===== config.mk =====
export PLATFORM = sky130hd
export DESIGN_NAME = key_debounce
export DESIGN_NICKNAME = d
export VERILOG_FILES = /design/src/rtl/key_debounce.sv
export SDC_FILE = /design/constraint.sdc
export NUM_CORES = 1
export LEC_CHECK = 0
export BUFFER_PORTS_ARGS = -buffer_cell sky130_fd_sc_hd__buf_4
export CORE_UTILIZATION = 30
export CTS_BUF_LIST = sky130_fd_sc_hd__clkbuf_4 sky130_fd_sc_hd__clkbuf_8
export DETAILED_ROUTE_END_ITERATION = 6
export GPL_ROUTABILITY_DRIVEN = 0
export PLACE_DENSITY = 0.41
export SETUP_SLACK_MARGIN = 0.02
export SYNTH_ARGS = -nofsm -noshare
export SYNTH_HDL_FRONTEND = slang
export SYNTH_SLANG_ARGS = --single-unit

===== constraint.sdc =====
create_clock -name clk_in -period 2.4 [get_ports clk_in]
set_input_delay 0.48 -clock clk_in [delete_from_list [all_inputs] [get_ports clk_in]]
set_output_delay 0.48 -clock clk_in [all_outputs]
set_load 0.05 [all_outputs]

===== src/rtl/key_debounce.sv =====
// Debounces a raw mechanical key: synchronises it into clk_in, then accepts a new
// level only after it has been stable for DEBOUNCE_CYCLES consecutive clocks.
module key_debounce #(
    parameter int DEBOUNCE_CYCLES = 1000000,
    parameter int SYNC_STAGES     = 2,
    parameter bit KEY_ACTIVE_LOW  = 1'b1
) (
    input  logic clk_in,
    input  logic rst_n,
    input  logic key_in,
    output logic sig_db,
    output logic busy
);

    localparam int CW = $clog2(DEBOUNCE_CYCLES + 1);
    localparam logic [CW-1:0] CNT_LAST = CW'(DEBOUNCE_CYCLES - 1);
    localparam logic [CW-1:0] CNT_ONE  = CW'(1);

    typedef enum logic [1:0] {
        S_LOW      = 2'd0,
        S_RISE_CHK = 2'd1,
        S_HIGH     = 2'd2,
        S_FALL_CHK = 2'd3
    } state_t;

    logic [SYNC_STAGES-1:0] sync_q, sync_d;
    state_t                 state_q, state_d;
    logic [CW-1:0]          cnt_q, cnt_d;
    logic                   sig_q, sig_d;
    logic                   busy_q, busy_d;
    logic                   key_s;

    // Sync flops reset to the released level so no false press is seen after reset.
    assign sync_d = {sync_q[SYNC_STAGES-2:0], key_in};
    assign key_s  = sync_q[SYNC_STAGES-1] ^ KEY_ACTIVE_LOW;

    always_ff @(posedge clk_in or negedge rst_n) begin
        if (!rst_n) begin
            sync_q  <= {SYNC_STAGES{KEY_ACTIVE_LOW}};
            state_q <= S_LOW;
            cnt_q   <= '0;
            sig_q   <= 1'b0;
            busy_q  <= 1'b0;
        end else begin
            sync_q  <= sync_d;
            state_q <= state_d;
            cnt_q   <= cnt_d;
            sig_q   <= sig_d;
            busy_q  <= busy_d;
        end
    end

    always_comb begin
        state_d = state_q;
        cnt_d   = cnt_q;
        sig_d   = sig_q;
        case (state_q)
            S_LOW: begin
                sig_d = 1'b0;
                if (key_s) begin
                    state_d = S_RISE_CHK;
                    cnt_d   = CNT_ONE;
                end
            end
            S_RISE_CHK: begin
                sig_d = 1'b0;
                if (!key_s) begin
                    state_d = S_LOW;
                    cnt_d   = '0;
                end else if (cnt_q == CNT_LAST) begin
                    state_d = S_HIGH;
                    sig_d   = 1'b1;
                    cnt_d   = '0;
                end else begin
                    cnt_d = cnt_q + CNT_ONE;
                end
            end
            S_HIGH: begin
                sig_d = 1'b1;
                if (!key_s) begin
                    state_d = S_FALL_CHK;
                    cnt_d   = CNT_ONE;
                end
            end
            S_FALL_CHK: begin
                sig_d = 1'b1;
                if (key_s) begin
                    state_d = S_HIGH;
                    cnt_d   = '0;
                end else if (cnt_q == CNT_LAST) begin
                    state_d = S_LOW;
                    sig_d   = 1'b0;
                    cnt_d   = '0;
                end else begin
                    cnt_d = cnt_q + CNT_ONE;
                end
            end
            default: begin
                state_d = S_LOW;
                sig_d   = 1'b0;
                cnt_d   = '0;
            end
        endcase
        busy_d = (state_d == S_RISE_CHK) || (state_d == S_FALL_CHK);
    end

    assign sig_db = sig_q;
    assign busy   = busy_q;

endmodule

==> results of run 1 <==
==> power groups by stage <==
| stage | Sequential, mW | Clock (mW) | Combinational [mW] |
|---|---|---|---|
| after floorplan | 0.450 | 0 | 0.0349 |
| after global placement | 0.449 | 0 | 0.0590 |
| after detailed placement | 0.449 | 0 | 0.0604 |
| after CTS | 0.441 | 0.267 | 0.0607 |
| after global routing | 0.443 | 0.276 | 0.0679 |
| final | 0.441 | 0.253 | 0.0589 |
==> registers in the layout, summed over array words and instances, names as in the netlist <==
| name | flops |
|---|---|
| cnt_q | 20 |
| sync_q | 2 |
| state_q | 1 |
| busy | 1 |
| sig_db | 1 |
==> cells in the final DEF (no fill, tap or decap), types with 6 or more instances in the layout <==
cell,netlist,final
sky130_fd_sc_hd__nand3_1,7,7
sky130_fd_sc_hd__buf_4,2,6
sky130_fd_sc_hd__nor2_1,7,7
sky130_fd_sc_hd__nand2_1,21,21
sky130_fd_sc_hd__dfrtp_1,23,23
sky130_fd_sc_hd__o21ai_1,9,9
sky130_fd_sc_hd__a21oi_1,11,11
==> critical path: cells and delay by family, from the launching register on <==
| kind | cells | cell delay [ns] |
|---|---|---|
| xor gates and xnor gates | 1 | 0.19 |
| DFF | 1 | 0.57 |
| and+or+nand+nor | 1 | 0.31 |
| AOI/OAI and AO/OA | 3 | 0.80 |
==> per-stage QoR <==
| stage | hold slack [ns] | util | cell area [um^2] | instances | power [mW] |
|---|---|---|---|---|---|
| 2_1_floorplan | 0.184 | - | 1450 | 155 | 0.485 |
| 3_3_place_gp | 0.348 | 0.337 | 1520 | 207 | 0.508 |
| 3_5_place_dp | 0.350 | 0.337 | 1520 | 207 | 0.510 |
| 4_1_cts | 0.116 | 0.347 | 1560 | 211 | 0.769 |
| 5_1_grt | 0.126 | 0.347 | 1560 | 211 | 0.787 |
| 6_report | 0.104 | 0.347 | 1560 | 211 | 0.753 |
==> cells in the mapped netlist (all sizes together) (2+ instances only) <==
cell type,n
a22o,2
xnor2,2
and3,5
and2,3
dfstp,2
a21o,3
nand3,8
nor2,8
nor3,7
inv,4
mux2i,5
nand4,6
a22oi,2
dfrtp,23
nor4b,2
o31ai,2
nor4,2
nand2,21
or3,4
buf,5
and4,2
o21ai,12
or2,2
a21oi,12
==> cells by family after synthesis <==
| kind of cell | Yosys count | synth area share |
|---|---|---|
| muxes | 5 | 0.0346 |
| AOI/OAI and AO/OA | 38 | 0.172 |
| DFF | 25 | 0.434 |
| adders and majority gates | 1 | 0.00865 |
| buffers and inverters | 10 | 0.0381 |
| xor gates and xnor gates | 2 | 0.0173 |
| and+or+nand+nor | 74 | 0.295 |
==> metal layers <==
| metal | global-route usage | up-vias | share of wire |
|---|---|---|---|
| li1 | - | 585 | - |
| met1 | 0.202 | 544 | 0.53 |
| met2 | 0.216 | 7 | 0.45 |
| met3 | 0.0295 | 4 | 0.016 |
| met4 | 0.0267 | 0 | 0.0097 |
| met5 | 0 | - | 0 |
==> final timing paths <==
path | cells after the start | startpoint | to
min reg2reg | 0 | sync_q[0] | sync_q[1]
max | 5 | sync_q[1] | cnt_q[16]
min | 1 | rst_n | cnt_q[12]
min in group clk_in | 1 | key_in | sync_q[0]
max reg2reg | 5 | sync_q[1] | cnt_q[16]
max in group asynchronous | 1 | rst_n | sync_q[1]
==> final cells by class <==
| class | count | area [um^2] | area share |
|---|---|---|---|
| Clock inverter | 1 | 5.00 | 0.00320 |
| Clock buffer | 3 | 41.3 | 0.0264 |
| Tap cell | 52 | 65.1 | 0.0416 |
| Timing Repair Buffer | 6 | 45.0 | 0.0288 |
| Sequential cell | 25 | 628 | 0.402 |
| Multi-Input combinational cell | 120 | 763 | 0.488 |
| Inverter | 4 | 15.0 | 0.00961 |
==> metrics.log, run 1 <==
INFO  metric drtIter0Drc = 98
INFO  metric fill_cells = 475
INFO  metric timing.setup.critical_path_class = reg2reg
INFO  metric power_frac_clock = 0.336
INFO  metric grt_first_pass_wirelength = 5520 um
INFO  metric synth.lib_cells_used.distinct = 48
INFO  metric n_antenna_cell = 0
INFO  metric pre_cts_setup_slack = 0.455 ns
INFO  metric synth_edf_count = 0
INFO  metric area_delta_synth_final = 8.05%
INFO  metric pwr_density_cell = 482 nW/um^2
INFO  metric switching_power = 186 uW
INFO  metric port-buffer-count = 4
INFO  metric layout.nets = 164
INFO  metric number_of_optimization_iterations_in_the_first_detailed_route_pass = 4
INFO  metric synth_async_sr_flop_share = 1.00
INFO  metric clock_insertion_delay_worst_skew = 0.27 ns
INFO  metric crit_chain = xnor2_2, nand2_1, a21oi_4, a21oi_1, a21oi_1
INFO  metric area_of_the_core = 4500 um^2
INFO  metric synth.top_cells.by_area = sky130_fd_sc_hd__dfrtp_1 (40%), sky130_fd_sc_hd__nand2_1 (5.4%), sky130_fd_sc_hd__a21oi_1 (3.8%)
INFO  metric cp_peak_stage_delay = 0.57 ns
INFO  metric ys.flop_type = sky130_fd_sc_hd__dfrtp_1
INFO  metric post-route-period-util = 0.810
INFO  metric report.final.slew_viol_count = 0
INFO  metric grt_remaining_overflow = 0
INFO  metric rows = 24
INFO  metric critical-path-top-cell-by-count = sky130_fd_sc_hd__a21oi_1
INFO  metric synth_top_area_cell = sky130_fd_sc_hd__dfrtp_1
INFO  metric grt_antenna_before_repair = 0
INFO  metric worst-endpoint-arrival = 2.14 ns
INFO  metric min_path_type = in2async
INFO  metric worstPathMaxFanout = 19
INFO  metric power.leakage = 0.637 nW
INFO  metric cts.reportedPaths.clkPinSlew = 0.09 ns
INFO  metric synthDominantCellAreaShare = 0.398
INFO  metric vdd.ir_drop.worst = 0.000313 V
INFO  metric cts_inserted_buffers = 3
INFO  metric wl_per_cell = 15.2 um
INFO  metric route.vias.total = 1140
INFO  metric worst_pin_slew = 0.497 ns
INFO  metric crit_path_top_delay_cell = sky130_fd_sc_hd__dfstp_2
INFO  metric seq_power_share = 0.586
INFO  metric p_int = 567 uW
INFO  metric synth_warnings = 0
INFO  metric kind_of_end_point_of_the_critical_path = flop
INFO  metric floorplan.io_pins = 5
INFO  metric grt_pass1_vias = 1084
INFO  metric postCtsHoldBufs = 0
INFO  metric power.share.combinational = 0.078
INFO  metric fp.dieArea = 5100 um^2
INFO  metric timing.final.ws_setup = 0.455 ns
INFO  metric drc_violations_left = 0
INFO  metric syn-cell-area = 1450 um^2
INFO  metric rsz0062_at_grt = false
INFO  metric power_switching_share = 0.247
INFO  metric cts.repair_timing.setup_buffer_count = 0
INFO  metric synthesized_area_per_cell = 9.33 um^2
INFO  metric timing.slew.headroom = 0.668
INFO  metric grt_max_degree = 26
INFO  metric cts_root_buf = sky130_fd_sc_hd__clkbuf_8
INFO  metric die-width = 71.4 um
INFO  metric hold_viol_final = 0
INFO  metric reg2reg_setup_slack = 0.46 ns
INFO  metric clock_sinks = 25
INFO  metric yosys_register_bits = 25
INFO  metric viasPerCell = 5.40
INFO  metric worst_setup_path_start_kind = flop
INFO  metric totalWireLength = 3210 um
INFO  metric layout-drive-gt1-share = 0.151
INFO  metric cts-htree-levels = 1
INFO  metric timing.final.crit_period = 1.94 ns
INFO  metric critPathRequiredTime = 2.60 ns
INFO  metric timing.max_cap.violations = 0
INFO  metric synth_nets = 159
INFO  metric floorplan.initialDensity = 0.321
INFO  metric drtAntennaViolNets = 0
INFO  metric seq_area_frac_synth = 0.434
INFO  metric fmaxAchievable = 0.514 GHz
INFO  metric cts_tree = done
INFO  metric post_cts_resize_count = 0
INFO  metric floorplan.die.height = 71.4 um
INFO  metric status = finished, final reports clean
INFO  metric clockBufferDepth = 2
INFO  metric detail_placement_hpwl = 2350 um
INFO  metric setup-tns-final = 0 ns
INFO  metric global_route.usage.total = 0.139
INFO  metric finalClockSkew = 0.00113 ns
INFO  metric post_synth_inst_count = 155
INFO  metric finalSetupViolations = 0
Note: power is estimated with default switching activity, not from simulation.
==> inputs of run 2 (changes only) <==
- PLACE_DENSITY: 0.41 -> 0.43
- clock period: 2.4 -> 1.7 ns (I/O delays scaled with it)
==> metrics.log, run 2 (synthesized netlist as in run 1, its figures left out) <==
INFO  metric status = finished, final reports clean (unchanged)
INFO  metric global_route.usage.total = 0.156 (was 0.139)
INFO  metric crit_chain = ha_4, nand3_4, buf_6, buf_4, or4_4, nand3_2 (was xnor2_2, nand2_1, a21oi_4, a21oi_1, a21oi_1)
INFO  metric power_frac_clock = 0.331 (was 0.336)
INFO  metric worstPathMaxFanout = 4 (was 19)
INFO  metric timing.hold.ws = 0.164 ns (was 0.104 ns)
INFO  metric kind_of_end_point_of_the_critical_path = flop (unchanged)
INFO  metric setup-tns-final = 0 ns (unchanged)
INFO  metric grt_remaining_overflow = 0 (unchanged)
INFO  metric biggestRegsByFlops = cnt_q (20), sync_q (2) (unchanged)
INFO  metric cts_tree = done (unchanged)
INFO  metric finalSetupViolations = 0 (unchanged)
INFO  metric detail_placement_hpwl = 2520 um (was 2350 um)
INFO  metric n_antenna_cell = 0 (unchanged)
INFO  metric cts_root_buf = sky130_fd_sc_hd__clkbuf_8 (unchanged)
INFO  metric pre_cts_setup_slack = 0.00797 ns (was 0.455 ns)
INFO  metric grt_first_pass_wirelength = 6110 um (was 5520 um)
INFO  metric timing.slew.headroom = 0.700 (was 0.668)
INFO  metric timing.final.ws_setup = 0.0474 ns (was 0.455 ns)
INFO  metric report.final.slew_viol_count = 0 (unchanged)
INFO  metric vdd.ir_drop.worst = 0.000368 V (was 0.000313 V)
INFO  metric post-route-period-util = 0.972 (was 0.810)
INFO  metric fmaxAchievable = 0.605 GHz (was 0.514 GHz)
INFO  metric cts_inserted_buffers = 3 (unchanged)
INFO  metric seq_power_share = 0.558 (was 0.586)
INFO  metric crit_path_top_delay_cell = sky130_fd_sc_hd__or4_4 (was sky130_fd_sc_hd__dfstp_2)
INFO  metric cts-htree-levels = 1 (unchanged)
INFO  metric wl_per_cell = 15.1 um (was 15.2 um)
INFO  metric clock_insertion_delay_worst_skew = 0.27 ns (about the same)
INFO  metric largest-register = cnt_q (unchanged)
INFO  metric clock_sinks = 25 (unchanged)
INFO  metric switching_power = 284 uW (was 186 uW)
INFO  metric worst_setup_path_start_kind = flop (unchanged)
INFO  metric min_path_type = in2reg (was in2async)
INFO  metric power.share.combinational = 0.111 (was 0.078)
INFO  metric hold_viol_final = 0 (unchanged)
INFO  metric dpl.cell_count = 231 (was 207)
INFO  metric layout-drive-gt1-share = 0.374 (was 0.151)
INFO  metric drtAntennaViolNets = 0 (unchanged)
INFO  metric timing.max_cap.violations = 0 (unchanged)
INFO  metric area_of_the_core = 4500 um^2 (unchanged)
INFO  metric final_cell_mix = sky130_fd_sc_hd__buf_4 (30), sky130_fd_sc_hd__nand2_1 (20), sky130_fd_sc_hd__dfrtp_1 (20) (was sky130_fd_sc_hd__dfrtp_1 (23), sky130_fd_sc_hd__nand2_1 (21), sky130_fd_sc_hd__a21oi_1 (11))
INFO  metric area_delta_synth_final = 33.9% (was 8.05%)
INFO  metric drc_violations_left = 0 (unchanged)
INFO  metric mostFrequentLayoutCell = sky130_fd_sc_hd__buf_4 (was sky130_fd_sc_hd__dfrtp_1)
INFO  metric rsz0062_at_grt = true (was false)
INFO  metric totalWireLength = 3650 um (was 3210 um)
INFO  metric number_of_optimization_iterations_in_the_first_detailed_route_pass = 4 (unchanged)
INFO  metric cp_peak_stage_delay = 0.51 ns (was 0.57 ns)
INFO  metric die-width = 71.4 um (unchanged)
INFO  metric power.leakage = 0.827 nW (was 0.637 nW)
INFO  metric floorplan.io_pins = 5 (unchanged)
INFO  metric worst_pin_slew = 0.449 ns (was 0.497 ns)
INFO  metric finalClockSkew = 0.00571 ns (was 0.00113 ns)
INFO  metric worst-endpoint-arrival = 1.86 ns (was 2.14 ns)
INFO  metric rows = 24 (unchanged)
INFO  metric floorplan.die.height = 71.4 um (unchanged)
INFO  metric pwr_density_cell = 576 nW/um^2 (was 482 nW/um^2)
INFO  metric viasPerCell = 5.29 (was 5.40)
INFO  metric layout.cells.non_filler = 242 (was 211)
INFO  metric p_int = 831 uW (was 567 uW)
INFO  metric grt_max_degree = 26 (unchanged)
INFO  metric timing.final.crit_period = 1.65 ns (was 1.94 ns)
INFO  metric layout.nets = 195 (was 164)
INFO  metric route.vias.total = 1280 (was 1140)
INFO  metric fill_cells = 465 (was 475)
INFO  metric floorplan.initialDensity = 0.321 (unchanged)
INFO  metric fp.dieArea = 5100 um^2 (unchanged)
INFO  metric timing.setup.critical_path_class = reg2reg (unchanged)
INFO  metric port-buffer-count = 4 (unchanged)
INFO  metric grt_pass1_vias = 1245 (was 1084)
INFO  metric critPathRequiredTime = 1.91 ns (was 2.60 ns)
INFO  metric grt_antenna_before_repair = 0 (unchanged)
INFO  metric clockBufferDepth = 2 (unchanged)
INFO  metric cts.reportedPaths.clkPinSlew = 0.10 ns (was 0.09 ns)
INFO  metric power_switching_share = 0.255 (was 0.247)
INFO  metric largest_reg_flops = 20 (unchanged)
INFO  metric drtIter0Drc = 62 (was 98)
INFO  metric postLayoutCoreUtil = 0.430 (was 0.347)
[run 2: timing repair]
action / in CTS / in global routing
pin swaps: 1 / 9
hold endpoints to repair: 23 / 0
hold buffers: 1 / 0
gates resized for setup: 6 / 28
buffers inserted: 1 / 4
setup endpoints to repair: 5 / 18
gates cloned: 0 / 1
[run 2: final timing paths]
| check | startpoint | end | slack (ns) | depth (start not counted) |
|---|---|---|---|---|
| worst max-delay path | cnt_q[0] | cnt_q[10] | 0.05 | 6 |
| worst min register to register | sync_q[0] | sync_q[1] | 0.36 | 0 |
| min in group asynchronous | rst_n | cnt_q[8] | 0.51 | 2 |
| worst min-delay path | key_in | sync_q[0] | 0.16 | 1 |
| worst max register to register | cnt_q[0] | cnt_q[10] | 0.05 | 6 |
| max in group asynchronous | rst_n | sync_q[0] | 0.89 | 2 |
[run 2: area by class of cell]
cell class              count  area, um^2  area share
clock buffers               3        41.3      0.0213
clock inverters             1        7.51     0.00388
flip-flops and latches     25         632       0.326
repair buffers             37         303       0.156
inverters                   4        15.0     0.00775
well taps                  52        65.1      0.0336
multi-input cells         120         873       0.451
[run 2: power groups by stage]
stage          registers, mW  logic (mW)  clock network, mW
2_1_floorplan          0.636      0.0492                  0
5_1_grt                0.625       0.138              0.414
3_5_place_dp           0.630       0.105                  0
3_3_place_gp           0.630       0.106                  0
6_report               0.623       0.124              0.369
4_1_cts                0.620       0.111              0.396
[run 2: routing by layer]
metal,part of all wire,up-vias,track usage,wire (um)
met5,0,-,0,0
li1,-,645,-,-
met1,0.46,622,0.201,1680
met3,0.018,2,0.0352,67
met4,0.0047,0,0.0267,17
met2,0.52,11,0.270,1880
[run 2: critical path: cells and delay by family, from the launching register on]
family / cells / cell delay, ns
AND/OR/NAND/NOR: 3 / 0.70
flip-flops: 1 / 0.42
buffers and inverters: 2 / 0.30
adder cells (fa/ha/maj): 1 / 0.17
[run 2: metrics by stage]
| step | cell area (um^2) | power, mW |
|---|---|---|
| 2_1_floorplan | 1450 | 0.685 |
| 3_3_place_gp | 1700 | 0.736 |
| 3_5_place_dp | 1700 | 0.736 |
| 4_1_cts | 1790 | 1.13 |
| 5_1_grt | 1940 | 1.18 |
| 6_report | 1940 | 1.12 |
